[src/rtl/buf_ram_1p_arb.sv]
// Round-robin arbiter between the coefficient writer and reader for the single-port
// 192x64 buffer RAM, with a two-stage read pipeline and out-of-range address screening.
module buf_ram_1p_arb #(
   parameter int ADDR_WIDTH = 8,
   parameter int DATA_WIDTH = 64,
   parameter int DEPTH      = 192
) (
   input  logic                  clk,
   input  logic                  rst,
   input  logic                  wr_req,
   input  logic [ADDR_WIDTH-1:0] wr_addr,
   input  logic [DATA_WIDTH-1:0] wr_data,
   output logic                  wr_gnt,
   input  logic                  rd_req,
   input  logic [ADDR_WIDTH-1:0] rd_addr,
   output logic                  rd_gnt,
   output logic                  rd_valid,
   output logic [DATA_WIDTH-1:0] rd_data,
   output logic                  ram_ce,
   output logic                  ram_we,
   output logic [ADDR_WIDTH-1:0] ram_addr,
   output logic [DATA_WIDTH-1:0] ram_wdata,
   input  logic [DATA_WIDTH-1:0] ram_rdata,
   output logic                  err_addr,
   output logic                  busy
);

   typedef enum logic {SIDE_WR = 1'b0, SIDE_RD = 1'b1} side_t;

   localparam logic [ADDR_WIDTH:0] DEPTH_W = (ADDR_WIDTH + 1)'(DEPTH);

   side_t                 r_last;
   logic                  r_s1_valid;
   logic                  r_s1_oor;
   logic                  r_s2_valid;
   logic [DATA_WIDTH-1:0] r_rd_data;
   logic                  r_err_addr;

   logic w_wr_gnt;
   logic w_rd_gnt;
   logic w_wr_ok;
   logic w_rd_ok;

   assign w_wr_ok = ({1'b0, wr_addr} < DEPTH_W);
   assign w_rd_ok = ({1'b0, rd_addr} < DEPTH_W);

   // NOTE: every signal gets a default at the top of always_comb so no path can infer a latch.
   always_comb begin
      w_wr_gnt = 1'b0;
      w_rd_gnt = 1'b0;
      if (!rst) begin
         if (wr_req && rd_req) begin
            // Conflict: the side that did not win last time goes now.
            w_wr_gnt = (r_last == SIDE_RD);
            w_rd_gnt = (r_last == SIDE_WR);
         end else begin
            w_wr_gnt = wr_req;
            w_rd_gnt = rd_req;
         end
      end
   end

   always_comb begin
      ram_ce    = 1'b0;
      ram_we    = 1'b0;
      ram_addr  = '0;
      ram_wdata = '0;
      if (w_wr_gnt) begin
         ram_ce    = w_wr_ok;
         ram_we    = w_wr_ok;
         ram_addr  = wr_addr;
         ram_wdata = wr_data;
      end else if (w_rd_gnt) begin
         ram_ce   = w_rd_ok;
         ram_addr = rd_addr;
      end
   end

   // NOTE: sequential state uses non-blocking assignments so every register samples pre-edge values.
   always_ff @(posedge clk) begin
      if (rst) begin
         r_last     <= SIDE_RD;
         r_s1_valid <= 1'b0;
         r_s1_oor   <= 1'b0;
         r_s2_valid <= 1'b0;
         r_rd_data  <= '0;
         r_err_addr <= 1'b0;
      end else begin
         if (w_wr_gnt) begin
            r_last <= SIDE_WR;
         end else if (w_rd_gnt) begin
            r_last <= SIDE_RD;
         end

         r_s1_valid <= w_rd_gnt;
         r_s1_oor   <= w_rd_gnt & ~w_rd_ok;
         r_s2_valid <= r_s1_valid;

         // An out-of-range read never enabled the RAM, so its data is forced to zero.
         if (r_s1_valid) begin
            r_rd_data <= r_s1_oor ? '0 : ram_rdata;
         end

         if ((w_wr_gnt && !w_wr_ok) || (w_rd_gnt && !w_rd_ok)) begin
            r_err_addr <= 1'b1;
         end
      end
   end

   assign wr_gnt   = w_wr_gnt;
   assign rd_gnt   = w_rd_gnt;
   assign rd_valid = r_s2_valid;
   assign rd_data  = r_rd_data;
   assign err_addr = r_err_addr;
   assign busy     = r_s1_valid | r_s2_valid;

endmodule
[config.mk]
export PLATFORM = sky130hd
export DESIGN_NAME = buf_ram_1p_arb
export DESIGN_NICKNAME = d
export VERILOG_FILES = /design/src/rtl/buf_ram_1p_arb.sv
export SDC_FILE = /design/constraint.sdc
export NUM_CORES = 1
export LEC_CHECK = 0
export CAP_MARGIN = 20
export CORE_AREA = 2 2 113 115
export DETAILED_ROUTE_END_ITERATION = 16
export DIE_AREA = 0 0 115 117
export GPL_TIMING_DRIVEN = 0
export PLACE_DENSITY_LB_ADDON = 0.08
export RECOVER_POWER = 25
export SKIP_CTS_REPAIR_TIMING = 1
export SKIP_LAST_GASP = 1
export SLEW_MARGIN = 10
export SYNTH_ARGS = -nofsm -noshare
export SYNTH_HDL_FRONTEND = slang
export SYNTH_SLANG_ARGS = --single-unit
export TNS_END_PERCENT = 100
[constraint.sdc]
create_clock -name clk -period 3.46 [get_ports clk]
set_clock_uncertainty 0.05 [all_clocks]
set_input_delay 0.865 -clock clk [delete_from_list [all_inputs] [get_ports clk]]
set_output_delay 0.865 -clock clk [all_outputs]
set_load 0.01 [all_outputs]
-- Yosys cells after proc, flatten, opt, wreduce, memory -nomap -nowiden
Cells that the tools add are included.
- register bits after elaboration: 69
- input bits: 148
- output and inout bits: 143
- word-level logic and storage cells: 32
- $lt $le $gt $ge: 2
- muxes and demuxes: 13
- bitwise logic cells: 4
- reduce and logical (&&, ||, !) cells: 7
- operators with widths (cell ; number):
    2-to-1 mux 64 bit ; 2
    less-than comparator 8 bit (second input constant) ; 2
    2-to-1 mux 8 bit ; 2
    2-to-1 mux 1 bit ; 9
    logical AND 1 bit ; 3
    zero test 1 bit ; 2
    NOT 1 bit ; 2
    nonzero test 2 bit ; 1
    bitwise AND 1 bit ; 1
    logical OR 1 bit ; 1
    OR 1 bit ; 1

-- Depth between registers and ports, before layout
- depth in word-level cells: 5
- mapped depth: 5

-- Worst setup path after synthesis
Ideal clock, no wire load.
- path kind: input to output
- start point: in rst
- end point: out ram_wdata[0]
- arrival time: 1634 ps
- required time: 2545 ps
- setup slack: 911 ps
- cell stages on the path: 5
- buffers on the path: 3
- cells stage by stage: buf_2 > nor3_4 > buf_6 > buf_6 > and2_1
- word-level cells in the longest chain between the ends: 2
- RTL lines (item ; RTL line ; source):
    start: declaration ; 9 ; input logic rst,
    2-to-1 mux 1 bit ; 51 ; if (!rst) begin
    2-to-1 mux 64 bit ; 68 ; if (w_wr_gnt) begin
    end: declaration ; 22 ; output logic [DATA_WIDTH-1:0] ram_wdata,
No other way between the ends.

-- Final worst setup path
- start point: in rd_req
- end point: out ram_addr[6]
- word-level cells in the longest chain between the ends: 5
- RTL lines (item ; RTL line ; source):
    start: declaration ; 14 ; input logic rd_req,
    logical AND 1 bit ; 52 ; if (wr_req && rd_req) begin
    2-to-1 mux 1 bit ; 52 ;
    2-to-1 mux 1 bit ; 51 ;
    2-to-1 mux 8 bit ; 73 ; end else if (w_rd_gnt) begin
    2-to-1 mux 8 bit * ; 68 ;
    end: declaration ; 21 ; output logic [ADDR_WIDTH-1:0] ram_addr,
Every way passes the cells marked *; elsewhere a longest branch is shown, timed or not.

==> out/metrics.cfg <==
[setup_path]
required_ns = 2.54
crit_type = input port to primary output
cp-start-kind = input port
crit_fanout = 10
endpoint_kind = primary output
rrSetupSlack_ns = 1.95
cp.arrival_ns = 2.60

[finish]
multi_input_area_sq_mm = 0.00157
mostFrequentLayoutCell = clkdlybuf4s50_1
drive_gt1_share_pct = 7.49
fill_cells = 1169
seqCellArea_sq_mm = 0.00138
final_cell_mix = clkdlybuf4s50_1, dfxtp_1, and2_1, nor2b_1, dlymetal6s2s_1
nets = 837
area_growth_syn_to_layout_pct = 117

[routing]
wl_met1_mm = 5.53
routed.top_layer = met4
viasPerCell = 4.32
dr.pass1.iters = 4
drtIter0Drc = 116
met3_length_mm = 1.25
route.vias.total = 3656
routed_wirelength_mm = 13.7
drc_errors = 0
wl_per_cell_um = 16.2
wl_met2_mm = 6.83
ant_nets = 0

[outcome]
violations = setup timing
outcome = finished, violations left

[pwr]
p_int_mw = 1.84
p_sw_mw = 0.552
fin_total_pwr_mw = 2.39
p_per_area_mw_per_mm2 = 350
pwr-share-comb_pct = 22.2
seq_power_share_pct = 35.4
p_leak_nw = 3.70
clockPowerShare_pct = 42.4
max-vdd-ir-drop_v = 0.000270
netSwitchingFraction_pct = 23.1

[placed_design]
post-dp-hpwl_mm = 10.9
place_congestion = 0.771
io_buffer_count = 289
place_ws_ns = -0.250

[floorplanning]
die_y_um = 117
io_pins = 291
dieArea_sq_mm = 0.0135
row_count = 41
coreArea_sq_mm = 0.0123
die_x_um = 115
initial_core_util_pct = 25.5

[global_routing]
overflow = 0
grt_pass1_wl_mm = 18.8
grt_max_degree = 13
antenna_found_initial = 2
grt_pass1_vias = 3457
gr-usage-all-layers_pct = 18.4

[timing]
fin_setup_tns_ns = -0.0907
worst_slack_ns = -0.0586
worstMarginPinSlew_ns = 0.533
timing.slew.headroom_pct = 64.5
maxSlewViolCount = 0
fin_crit_sh_pct = 102
finalHoldViolations = 0
fmax_mhz = 284
finalSetupViolations = 3
post-route-min-period_ns = 3.52
grt_setup_unrepaired = yes

[synth]
syn_avg_cell_area_sq_um = 8.20
ys_ff_latch = 69
synth_cell_types = 23
synthCells = 382
yosys_warnings = 0
syn_nets = 530
synth-seq-area-share_pct = 44.1
syn_area_sq_mm = 0.00313

[clock_tree]
cts_buffers = 9
cts.sinks = 69
cts_tree = yes
htree_levels = 3
clkTransAtPathRegs_ns = 0.05
clk_latency_ns = 0.32
clk_path_buf_depth = 2
root_buffer = clkbuf_16

[run]
drv_cap = 0

[min_path]
min-delay-path-class = flop to flop

-- worst max-delay path, cell delays in order --
cell	delay (ns)
clkdlybuf4s50_1	0.49
nor2b_4	0.19
nor3_4	0.06
buf_4	0.13
buf_4	0.15
a22o_1	0.23
clkdlybuf4s50_1	0.49
-- kinds of logic (layout without fill, tap and decap cells) --
family / count (synthesis) / after routing / synth area share, %
compound gates: 78 / 78 / 14.2
buf+inv: 33 / 345 / 6.15
flops: 69 / 69 / 44.1
other cells: 0 / 2 / 0
simple gates: 202 / 202 / 35.6
-- final timing paths --
kind	startpoint	end	cells after the start
worst min-delay path	rd_data[62]$_SDFFE_PP0P_	rd_data[62]$_SDFFE_PP0P_	2
worst min register to register	rd_data[62]$_SDFFE_PP0P_	rd_data[62]$_SDFFE_PP0P_	2
worst max-delay path	rd_req	ram_addr[6]	7
worst max register to register	r_s1_valid$_SDFF_PP0_	rd_data[57]$_SDFFE_PP0P_	5
-- power groups by stage --
stage	Sequential, mW	Clock, mW	Combinational (mW)
2_1_floorplan	0.876	0	0.164
3_3_place_gp	0.860	0	0.525
3_5_place_dp	0.861	0	0.527
4_1_cts	0.845	1.04	0.532
5_1_grt	0.849	1.08	0.573
6_report	0.845	1.01	0.530
-- final cells by class --
| type | count | area share [%] |
|---|---|---|
| Sequential cell | 69 | 20.3 |
| Inverter | 2 | 0.110 |
| Multi-Input combinational cell | 280 | 23.1 |
| Antenna cell | 2 | 0.0734 |
| Clock inverter | 5 | 1.19 |
| Tap cell | 150 | 2.75 |
| Buffer | 31 | 2.81 |
| Clock buffer | 11 | 3.71 |
| Timing Repair Buffer | 296 | 46.0 |
-- through the flow --
step	cells	hold slack (ns)	instance area (sq um)	utilization, %
floorplan	382	0.440	3130	-
global placement	821	0.406	6210	50.5
detailed placement	821	0.428	6210	50.5
CTS	837	0.436	6550	53.2
global route	846	0.490	6820	55.4
finish	846	0.433	6820	55.4
-- registers in the layout, summed over array words and instances (netlist names) --
signal and count:
r_s1_valid 1, rd_data 64, r_s1_oor 1, err_addr 1
r_last 1, rd_valid 1
-- metal layers --
layer	track usage, %	vias up
li1	-	1847
met1	22.5	1652
met2	29.9	148
met3	7.36	9
met4	5.70	0
met5	0	-
-- cells in the mapped netlist (all sizes together) --
cell	count	share of area, %
a211o	1	0.28
a211oi	2	0.64
a21oi	64	10
a22o	9	2.5
a31o	1	0.28
and2	65	13
and3	1	0.20
buf	25	5.2
clkbuf	6	0.72
dfxtp	69	44
inv	2	0.24
nand2	2	0.24
nand2b	2	0.40
nand3b	1	0.24
nor2	63	7.5
nor2b	66	13
nor3	1	0.52
o41ai	1	0.28
or2	1	0.20
(Power assumes the default switching activity.)
